<file path="config.mk">
export PLATFORM = sky130hd
export DESIGN_NAME = reset_ctrl
export DESIGN_NICKNAME = d
export VERILOG_FILES = /design/src/rtl/reset_pkg.sv /design/src/rtl/sync_2ff.sv /design/src/rtl/reset_ctrl.sv
export SDC_FILE = /design/constraint.sdc
export NUM_CORES = 1
export LEC_CHECK = 0
export ABC_AREA = 1
export CAP_MARGIN = 20
export CORE_AREA = 2 2 54 56
export CTS_BUF_LIST = sky130_fd_sc_hd__clkbuf_4 sky130_fd_sc_hd__clkbuf_8
export DETAILED_ROUTE_END_ITERATION = 10
export DIE_AREA = 0 0 56 58
export DONT_BUFFER_PORTS = 1
export PLACE_DENSITY = 0.52
export SYNTH_ARGS = -nofsm -noshare
export SYNTH_HDL_FRONTEND = slang
export SYNTH_HIERARCHICAL = 1
export SYNTH_SLANG_ARGS = --single-unit
</file>
<file path="constraint.sdc">
create_clock -name clk -period 1.87 [get_ports clk]
set_input_delay 0.374 -clock clk [delete_from_list [all_inputs] [get_ports clk]]
set_output_delay 0.374 -clock clk [all_outputs]
set_load 0.01 [all_outputs]
</file>
<file path="src/rtl/reset_pkg.sv">
// Shared types and defaults for the reset controller and its helpers.
// The optional completed-reset counter is enabled with the RESET_CNT_EN macro.
package reset_pkg;

    localparam int DEB_CYCLES_DEF  = 4;
    localparam int HOLD_CYCLES_DEF = 8;
    localparam int RST_CNT_W       = 8;

    typedef enum logic [2:0] {
        IDLE,
        DEBOUNCE,
        HOLD,
        DONE,
        RELEASE
    } rst_state_t;

endpackage : reset_pkg

</file>
<file path="src/rtl/sync_2ff.sv">
// Two-flop synchroniser for a single asynchronous input, async active-high reset.
// Adds two clock cycles of latency; q is safe to use in the clk domain.
module sync_2ff (
    input  logic clk,
    input  logic rst,
    input  logic d,
    output logic q
);

    logic meta;

    // Shift the raw input through two flops to resolve metastability.
    always_ff @(posedge clk or posedge rst) begin
        // NOTE: sequential state uses non-blocking assignments so both flops
        // sample their inputs from before the edge, forming a real shift chain.
        if (rst) begin
            meta <= 1'b0;
            q    <= 1'b0;
        end else begin
            meta <= d;
            q    <= meta;
        end
    end

endmodule : sync_2ff

</file>
<file path="src/rtl/reset_ctrl.sv">
// Reset request responder: synchronises and debounces an enable-qualified
// request, drives a stretched registered sys_reset, then pulses done.
// Optional completed-reset counter on rst_count when RESET_CNT_EN is defined.
module reset_ctrl
    import reset_pkg::*;
#(
    parameter int DEB_CYCLES  = DEB_CYCLES_DEF,
    parameter int HOLD_CYCLES = HOLD_CYCLES_DEF,
    parameter int CNT_W       = 8
) (
    input  logic                 clk,
    input  logic                 rst,
    input  logic                 en,
    input  logic                 req,
    output logic                 sys_reset,
    output logic                 busy,
    output logic                 done,
    output logic [RST_CNT_W-1:0] rst_count
);

    // The cycle counter must hold both limits so it can never wrap.
    if (CNT_W < 1 || CNT_W > 30 || DEB_CYCLES < 1 || HOLD_CYCLES < 1 ||
        DEB_CYCLES >= (1 << CNT_W) || HOLD_CYCLES >= (1 << CNT_W)) begin : g_param_check
        $error("reset_ctrl: CNT_W too small for DEB_CYCLES/HOLD_CYCLES, or a count below 1");
    end

    localparam logic [CNT_W-1:0] DEB_LIMIT  = CNT_W'(DEB_CYCLES);
    localparam logic [CNT_W-1:0] HOLD_LIMIT = CNT_W'(HOLD_CYCLES);

    rst_state_t       state, state_nx;
    logic [CNT_W-1:0] cnt, cnt_nx;
    logic             req_s;

    sync_2ff u_req_sync (
        .clk (clk),
        .rst (rst),
        .d   (req),
        .q   (req_s)
    );

    // Next-state and counter decode.
    always_comb begin
        // NOTE: every signal written here gets a default first, so no path
        // leaves it unassigned and no latch is inferred.
        state_nx = state;
        cnt_nx   = cnt;
        unique case (state)
            IDLE: begin
                if (en && req_s) begin
                    state_nx = DEBOUNCE;
                    cnt_nx   = CNT_W'(1);
                end
            end
            DEBOUNCE: begin
                if (!req_s || !en) begin
                    state_nx = IDLE;
                    cnt_nx   = '0;
                end else if (cnt == DEB_LIMIT) begin
                    state_nx = HOLD;
                    cnt_nx   = CNT_W'(1);
                end else begin
                    cnt_nx = cnt + 1'b1;
                end
            end
            HOLD: begin
                // Not abortable: en and req are deliberately ignored here.
                if (cnt == HOLD_LIMIT) begin
                    state_nx = DONE;
                    cnt_nx   = '0;
                end else begin
                    cnt_nx = cnt + 1'b1;
                end
            end
            DONE: begin
                state_nx = RELEASE;
            end
            RELEASE: begin
                // A held request yields one reset; wait for it to be released.
                if (!req_s) begin
                    state_nx = IDLE;
                end
            end
            default: begin
                state_nx = IDLE;
                cnt_nx   = '0;
            end
        endcase
    end

    // State and counter registers.
    always_ff @(posedge clk or posedge rst) begin
        if (rst) begin
            state <= IDLE;
            cnt   <= '0;
        end else begin
            state <= state_nx;
            cnt   <= cnt_nx;
        end
    end

    // Moore outputs registered from the next state so they are glitch-free
    // and change on the same edge as the state they describe.
    always_ff @(posedge clk or posedge rst) begin
        if (rst) begin
            sys_reset <= 1'b0;
            busy      <= 1'b0;
            done      <= 1'b0;
        end else begin
            sys_reset <= (state_nx == HOLD);
            busy      <= (state_nx != IDLE);
            done      <= (state_nx == DONE);
        end
    end

`ifdef RESET_CNT_EN
    logic [RST_CNT_W-1:0] done_cnt;

    // Count entries into DONE, saturating at all-ones; cleared only by rst.
    always_ff @(posedge clk or posedge rst) begin
        if (rst) begin
            done_cnt <= '0;
        end else if (state_nx == DONE && state != DONE && done_cnt != '1) begin
            done_cnt <= done_cnt + 1'b1;
        end
    end

    assign rst_count = done_cnt;
`else
    assign rst_count = '0;
`endif

endmodule : reset_ctrl
</file>
==> results of run 1 <==
[sequential cells by signal, summed over array words and instances (netlist names)]
name / count
busy: 1
cnt: 8
done: 1
state: 3
sys_reset: 1
u_req_sync/meta: 1
u_req_sync/q: 1
[synthesized netlist by cell type]
cell / count / area share (%)
sky130_fd_sc_hd__nand4_1: 7 / 4.2
sky130_fd_sc_hd__o211ai_1: 1 / 0.72
sky130_fd_sc_hd__buf_4: 9 / 6.5
sky130_fd_sc_hd__nand2_2: 2 / 1.2
sky130_fd_sc_hd__nor2_2: 2 / 1.2
sky130_fd_sc_hd__conb_1: 1 / 0.36
sky130_fd_sc_hd__nor2_1: 14 / 5.1
sky130_fd_sc_hd__nand3_1: 17 / 8.2
sky130_fd_sc_hd__xor2_1: 3 / 2.5
sky130_fd_sc_hd__nand3_4: 1 / 1.7
sky130_fd_sc_hd__inv_2: 8 / 2.9
sky130_fd_sc_hd__ha_1: 2 / 2.4
sky130_fd_sc_hd__nor3_4: 1 / 1.6
sky130_fd_sc_hd__o21ai_1: 1 / 0.48
sky130_fd_sc_hd__nor3_1: 1 / 0.48
sky130_fd_sc_hd__o21ai_2: 2 / 1.7
sky130_fd_sc_hd__o211ai_2: 1 / 1.2
sky130_fd_sc_hd__nand2_1: 31 / 11
sky130_fd_sc_hd__inv_1: 14 / 5.1
sky130_fd_sc_hd__nor2_4: 1 / 1.1
sky130_fd_sc_hd__o21ai_0: 1 / 0.48
sky130_fd_sc_hd__nand4_2: 1 / 1.2
sky130_fd_sc_hd__dfrtp_1: 16 / 39
[kinds of logic after synthesis]
family,count (synthesis),synth area share [%]
flops,16,38.6
simple gates,78,37.1
xor+xnor,3,2.53
buf+inv,31,14.5
fa+ha+maj,2,2.41
other cells,1,0.361
compound gates,6,4.58
[routing by layer]
layer,global-route usage [%],up-vias
li1,-,433
met1,19.4,386
met2,24.2,21
met3,3.35,2
met4,4.08,0
met5,0,-
[how the worst min path moves through the flow]
stage	endpoint	depth (start not counted)
finish	cnt[1]$_DFFE_PP0P_	1
CTS	cnt[0]$_DFFE_PP0P_	1
global placement	u_req_sync/q$_DFF_PP0_	1
global route	cnt[3]$_DFFE_PP0P_	1
floorplan	u_req_sync/meta$_DFF_PP0_	1
detailed placement	u_req_sync/q$_DFF_PP0_	1
[final cells by class]
| type | instances | area, um^2 |
|---|---|---|
| Sequential cell | 16 | 400 |
| Clock buffer | 4 | 36.3 |
| Timing Repair Buffer | 1 | 10.0 |
| Inverter | 22 | 82.6 |
| Tap cell | 31 | 38.8 |
| Fill cell | 278 | 1580 |
| Multi-Input combinational cell | 97 | 514 |
[power groups by stage]
stage / Sequential (mW) / Combinational (mW) / Clock (mW)
detailed placement: 0.380 / 0.0869 / 0
finish: 0.374 / 0.0872 / 0.239
global route: 0.375 / 0.102 / 0.260
floorplan: 0.376 / 0.0821 / 0
CTS: 0.374 / 0.0885 / 0.245
global placement: 0.379 / 0.0864 / 0
==> metrics.log, run 1 <==
INFO  metric status = finished with violations
INFO  metric violated_checks = hold timing
INFO  metric design.die.area = 0.00325 mm^2
INFO  metric clk_path_buf_depth = 2
INFO  metric top_layer_used = met4
INFO  metric insertedDiodeCount = 0
INFO  metric synthesis.instances = 137
INFO  metric maxCapViolCount = 0
INFO  metric clock_skew = ~5.8 ps
INFO  metric overflow = 0
INFO  metric max_slew_violation_count = 0
INFO  metric route.detailed.vias_per_inst = 4.92
INFO  metric setup_viol_count_final = 0
INFO  metric finalWeightedCongestion = about 0.74
INFO  metric grt.total_usage = 14.6%
INFO  metric postLayoutCoreUtil = between 40% and 50%
INFO  metric worst_r2r_startpoint = cnt[0]$_DFFE_PP0P_
INFO  metric core_region_area = between 0.002 and 0.003 mm^2
INFO  metric cpPeakStageDelay = between 400 and 500 ps
INFO  metric sum_of_negative_setup_slack = 0 ps
INFO  metric netlist_area = a little over 0.001 mm^2
INFO  metric timing.rr.end = cnt[3]$_DFFE_PP0P_
INFO  metric dp.cells = around 170
INFO  metric cts_tree = built
INFO  metric fin_worst_hold_slack = -0.0385 ps
INFO  metric crit_type = reg -> reg
INFO  metric detailed_placement_wirelength_estimate = 1.68 mm
INFO  metric route.met3.wl = between 80 and 90 um
INFO  metric dpl_cell_area = between 0.001 and 0.0015 mm^2
INFO  metric clock_latency = about 290 ps
INFO  metric port_buffers = 0
INFO  metric power_switching = 0.200 mW
INFO  metric antenna_left = 0
INFO  metric drt-initial-drc-count = 19
INFO  metric share_of_the_cycle_needed_by_the_critical_path_after_routing = between 80% and 90%
INFO  metric yosys_warning_count = 6
INFO  metric crit_cells = 9
INFO  metric seqPwrFrac = 53.5%
INFO  metric route.detailed.drc = 0
INFO  metric max_slew_margin = a little over three fifths
INFO  metric post_cts_hold_buffer_count = 1
INFO  metric worst-path-buf-inv = 1
INFO  metric detailroute.wirelength.met2 = between 1 and 1.5 mm
INFO  metric max_freq = around 660 MHz
INFO  metric switching_share = between 20% and 30%
INFO  metric crit_family = simple AND/OR/NAND/NOR gates
INFO  metric cts_max_level = 1
INFO  metric clock_power_share = between 30% and 40%
INFO  metric critical_path.startpoint_type = flop
INFO  metric fp.dieH = slightly below 60 um
INFO  metric number_of_buffers_inserted_during_clock_tree_synthesis = 3
INFO  metric final_hold_viol_count = 2
INFO  metric grt_first_pass_wirelength = ~3.6 mm
INFO  metric grt_start_max_net_pins = 15
INFO  metric synth_seq_cells = 16
INFO  metric critical-path-slowest-cell = sky130_fd_sc_hd__dfrtp_1
INFO  metric worst_vdd_rail_ir_drop = 0.000319 V
INFO  metric final.min_clock_period = approximately 1500 ps
INFO  metric cellLeakagePower = between 0.5 and 0.6 nW
INFO  metric worstSetupEndpointType = flop
INFO  metric vias = ~840
INFO  metric final_cell_count_no_fill = 171
INFO  metric cts.repair_timing.setup_buffer_count = 0
INFO  metric clkSlewWorstSetupHoldPaths = 100 ps
INFO  metric floorplan.die.width = between 50 and 60 um
INFO  metric setup.reg_to_reg.worst_slack = 350 ps
INFO  metric hp-class = in -> async
INFO  metric wl_met1 = between 1 and 1.5 mm
INFO  metric final_nets = about 150
INFO  metric crit_arrival = about 1700 ps
INFO  metric antenna_found_initial = 0
INFO  metric clock_sinks = 16
INFO  metric netlist-cell-type-count = 23
INFO  metric grt_pass1_vias = 809
INFO  metric worst_slack = 350 ps
INFO  metric p_int = around 0.50 mW
INFO  metric path_cells = inv_1 > ha_1 > nand2_1 > nor2_1 > nand2_2 > nand2_1 > o21ai_1 > nor2_1 > nor2_1
INFO  metric fin_area = 0.00108 mm^2
INFO  metric timing.critical_path.mode_cell = sky130_fd_sc_hd__nor2_1
INFO  metric grt_setup_unrepaired = no
INFO  metric final_common_cell = sky130_fd_sc_hd__nand2_1
INFO  metric setup.worst_path.end = cnt[3]$_DFFE_PP0P_
INFO  metric pwr-share-comb = between 10% and 20%
INFO  metric powerDensity = approximately 650 mW/mm^2
INFO  metric routed_wl = about 2.2 mm
INFO  metric critical_path.startpoint = cnt[0]$_DFFE_PP0P_
INFO  metric area_growth = 4.22%
INFO  metric synth_area_per_cell = 7.58 um^2
INFO  metric start_util = around two fifths
INFO  metric ctsRootBufferMaster = sky130_fd_sc_hd__clkbuf_4
INFO  metric avgRoutedWirePerCell = between 10 and 15 um
INFO  metric post_cts_resized = 0
INFO  metric post-place-ws = 384 ps
INFO  metric layout.cells.most_common_list = sky130_fd_sc_hd__nand2_1, sky130_fd_sc_hd__nand3_1, sky130_fd_sc_hd__dfrtp_1
INFO  metric synth_seq_area_share = 38.6%
INFO  metric drive_gt1_share = around 16%
INFO  metric critPathRequiredTime = just over 2000 ps
INFO  metric pin_count = 15
INFO  metric reg2regPathDepth = 9
INFO  metric drt_pass1_iterations = 4
INFO  metric worstMarginPinSlew = ~550 ps
INFO  metric rows = 19
INFO  metric crit_path_max_fanout = 5
INFO  metric fin_total_pwr = roughly 0.7 mW
(Power assumes the default switching activity.)
==> inputs of run 2 (changes only) <==
--- a/config.mk
+++ b/config.mk
@@ -12,7 +12,7 @@
 export DETAILED_ROUTE_END_ITERATION = 10
 export DIE_AREA = 0 0 56 58
 export DONT_BUFFER_PORTS = 1
-export PLACE_DENSITY = 0.52
+export PLACE_DENSITY = 0.54
 export SYNTH_ARGS = -nofsm -noshare
 export SYNTH_HDL_FRONTEND = slang
 export SYNTH_HIERARCHICAL = 1
==> constraint.sdc (replaced) <==
create_clock -name clk -period 1.2 [get_ports clk]
set_input_delay 0.24 -clock clk [delete_from_list [all_inputs] [get_ports clk]]
set_output_delay 0.24 -clock clk [all_outputs]
set_load 0.01 [all_outputs]
==> metrics.log, run 2 (synthesis results as in run 1) <==
INFO  metric status = finished with violations
INFO  metric violated_checks = setup timing
INFO  metric clkSlewWorstSetupHoldPaths = 110 ps (about the same)
INFO  metric seqPwrFrac = 48.7% (-4.8 points)
INFO  metric timing.rr.end = state[1]$_DFF_PP0_
INFO  metric fin_total_pwr = 1.19 mW (+70%)
INFO  metric largest-register = cnt
INFO  metric final_common_cell = sky130_fd_sc_hd__nand2_1
INFO  metric fp.dieH = 58 um (unchanged)
INFO  metric routed_wl = 2.30 mm (+5.2%)
INFO  metric reg2regPathDepth = 7 (-2)
INFO  metric final_cell_count_no_fill = 192 (+12%)
INFO  metric detailed_placement_wirelength_estimate = 1.73 mm (+3.0%)
INFO  metric p_int = 0.841 mW (+68%)
INFO  metric grt_start_max_net_pins = 15 (unchanged)
INFO  metric combined_area_of_the_multi_input_logic_cells = 586 um^2 (+14%)
INFO  metric clk_path_buf_depth = 2 (unchanged)
INFO  metric pin_count = 15 (unchanged)
INFO  metric critical_path.startpoint_type = flop
INFO  metric drive_gt1_share = 35.4% (+19 points)
INFO  metric dp.cells = 183 (+10%)
INFO  metric number_of_buffers_inserted_during_clock_tree_synthesis = 3 (unchanged)
INFO  metric route.detailed.drc = 0 (unchanged)
INFO  metric switching_share = 29.2% (+0.65 points)
INFO  metric critPathRequiredTime = 1440 ps (-620 ps)
INFO  metric grt_first_pass_wirelength = 4.05 mm (+12%)
INFO  metric floorplan.die.width = 56 um (unchanged)
INFO  metric fill_cell_instance_count_of_the_final_layout = 273 (-1.8%)
INFO  metric powerDensity = 901 mW/mm^2 (+39%)
INFO  metric antenna_found_initial = 0 (unchanged)
INFO  metric avgRoutedWirePerCell = 12.0 um (-6.3%)
INFO  metric postLayoutCoreUtil = 49.5% (+8.9 points)
INFO  metric setup.reg_to_reg.worst_slack = -120 ps (-470 ps)
INFO  metric drt_pass1_iterations = 4 (unchanged)
INFO  metric max_freq = 760 MHz (+16%)
INFO  metric fin_area = 0.00132 mm^2 (+22%)
INFO  metric final_nets = 168 (+14%)
INFO  metric final.min_clock_period = 1320 ps (-205 ps)
INFO  metric worst_slack = -116 ps (-465 ps)
INFO  metric design.die.area = 0.00325 mm^2 (unchanged)
INFO  metric ctsRootBufferMaster = sky130_fd_sc_hd__clkbuf_4
INFO  metric ff_latch_area = 402 um^2 (+0.31%)
INFO  metric dpl_cell_area = 0.00118 mm^2 (+14%)
INFO  metric clock_latency = 300 ps (about the same)
INFO  metric layout_top_registers = cnt (8), state (3)
INFO  metric start_util = 39.0% (unchanged)
INFO  metric maxCapViolCount = 0 (unchanged)
INFO  metric worstSetupEndpointType = flop
INFO  metric share_of_the_cycle_needed_by_the_critical_path_after_routing = 110% (+28 points)
INFO  metric core_region_area = 0.00266 mm^2 (unchanged)
INFO  metric grt_pass1_vias = 897 (+11%)
INFO  metric antenna_left = 0 (unchanged)
INFO  metric port_buffers = 0 (unchanged)
INFO  metric insertedDiodeCount = 0 (unchanged)
INFO  metric vias = 892 (+5.9%)
INFO  metric clock_skew = 8.43 ps (+2.61 ps)
INFO  metric crit_arrival = 1560 ps (-150 ps)
INFO  metric grt_setup_unrepaired = yes
INFO  metric max_slew_violation_count = 0 (unchanged)
INFO  metric final_hold_viol_count = 0 (-2)
INFO  metric setup_viol_count_final = 10 (+10)
INFO  metric clock_sinks = 16 (unchanged)
INFO  metric area_growth = 27.0%
INFO  metric finalWeightedCongestion = 0.872 (+17%)
INFO  metric cellLeakagePower = 0.678 nW (+20%)
INFO  metric layout.cells.most_common_list = sky130_fd_sc_hd__nand2_1, sky130_fd_sc_hd__buf_4, sky130_fd_sc_hd__dfrtp_1
INFO  metric rows = 19 (unchanged)
INFO  metric fin_worst_hold_slack = 239 ps (+239 ps)
INFO  metric hp-class = in -> async
INFO  metric overflow = 0 (unchanged)
INFO  metric worst_vdd_rail_ir_drop = 0.000710 V (+120%)
INFO  metric largest_reg_flops = 8 (unchanged)
INFO  metric route.detailed.vias_per_inst = 4.65 (-5.6%)
INFO  metric crit_type = reg -> reg
INFO  metric worst_r2r_startpoint = cnt[0]$_DFFE_PP0P_
INFO  metric drt-initial-drc-count = 23 (+4)
INFO  metric clock_power_share = 31.8% (-2.3 points)
INFO  metric max_slew_margin = 62.1% (-1.1 points)
INFO  metric cts_tree = built
INFO  metric worstMarginPinSlew = 569 ps (+16.3 ps)
INFO  metric pwr-share-comb = 19.5% (+7.0 points)
INFO  metric power_switching = 0.347 mW (+74%)
INFO  metric grt.total_usage = 16.0% (+1.4 points)
INFO  metric crit_path_max_fanout = 3 (-2)
INFO  metric cts_max_level = 1 (unchanged)
run 2: changes by cell type in the layout (fill, tap and decap cells not counted), moves of 2 or more:
cell	previous run	this run
sky130_fd_sc_hd__nor2_1	14	12
sky130_fd_sc_hd__nor2_4	1	4
sky130_fd_sc_hd__inv_1	14	11
sky130_fd_sc_hd__nand3_2	0	3
sky130_fd_sc_hd__nand3_1	17	14
sky130_fd_sc_hd__nand2_1	31	28
sky130_fd_sc_hd__inv_2	8	11
sky130_fd_sc_hd__buf_4	0	19
sky130_fd_sc_hd__nand2_2	2	4
run 2: power by group through the flow:
stage / Clock, mW / Combinational (mW) / Sequential, mW
2_1_floorplan: 0 / 0.141 / 0.588
3_3_place_gp: 0 / 0.197 / 0.588
3_5_place_dp: 0 / 0.192 / 0.589
4_1_cts: 0.389 / 0.200 / 0.579
5_1_grt: 0.407 / 0.260 / 0.581
6_report: 0.378 / 0.231 / 0.579
run 2: through the flow:
step                setup WS [ps]  TNS (ps)
global route                 -203     -1760
detailed placement           -120      -551
global placement            -73.0      -375
floorplan                   -47.1      -112
CTS                          -138      -728
finish                       -116      -730
run 2: repair_timing:
| action | CTS | global route |
|---|---|---|
| setup endpoints to repair | 12 | 13 |
| setup buffers | 1 | 3 |
| resized for setup | 5 | 13 |
| endpoints found under the hold margin | 17 | 0 |
| pin swaps | 7 | 19 |
| hold buffers | 2 | 0 |
run 2: layer usage:
metal | global-route usage (%) | wire length [um]
met5 | 0 | 0
met4 | 6.12 | 40
met3 | 1.34 | 48
met2 | 26.9 | 1090
met1 | 21.7 | 1120
run 2: cell type report:
cell class / instances / area share, %
clock buffers: 4 / 2.75
inverters: 22 / 6.26
multi-input cells: 97 / 44.4
flip-flops and latches: 16 / 30.5
well taps: 31 / 2.94
repair buffers: 22 / 13.2
run 2: critical path, cell delays in order, from the launching register on:
cell and delay, ps:
sky130_fd_sc_hd__dfrtp_1 420, sky130_fd_sc_hd__inv_2 90, sky130_fd_sc_hd__ha_4 150, sky130_fd_sc_hd__nand3_4 80, sky130_fd_sc_hd__nor2_4 150, sky130_fd_sc_hd__inv_2 70, sky130_fd_sc_hd__o21ai_4 170, sky130_fd_sc_hd__buf_4 130
run 2: how the worst max path moves through the flow:
stage | slack [ps] | startpoint | endpoint
final | -120 | cnt[0]$_DFFE_PP0P_ | state[1]$_DFF_PP0_
after floorplan | -50 | cnt[0]$_DFFE_PP0P_ | cnt[3]$_DFFE_PP0P_
after CTS | -140 | cnt[0]$_DFFE_PP0P_ | cnt[3]$_DFFE_PP0P_
after global routing | -200 | cnt[0]$_DFFE_PP0P_ | busy$_DFF_PP0_
after global placement | -70 | cnt[1]$_DFFE_PP0P_ | cnt[1]$_DFFE_PP0P_
after detailed placement | -120 | cnt[0]$_DFFE_PP0P_ | cnt[3]$_DFFE_PP0P_
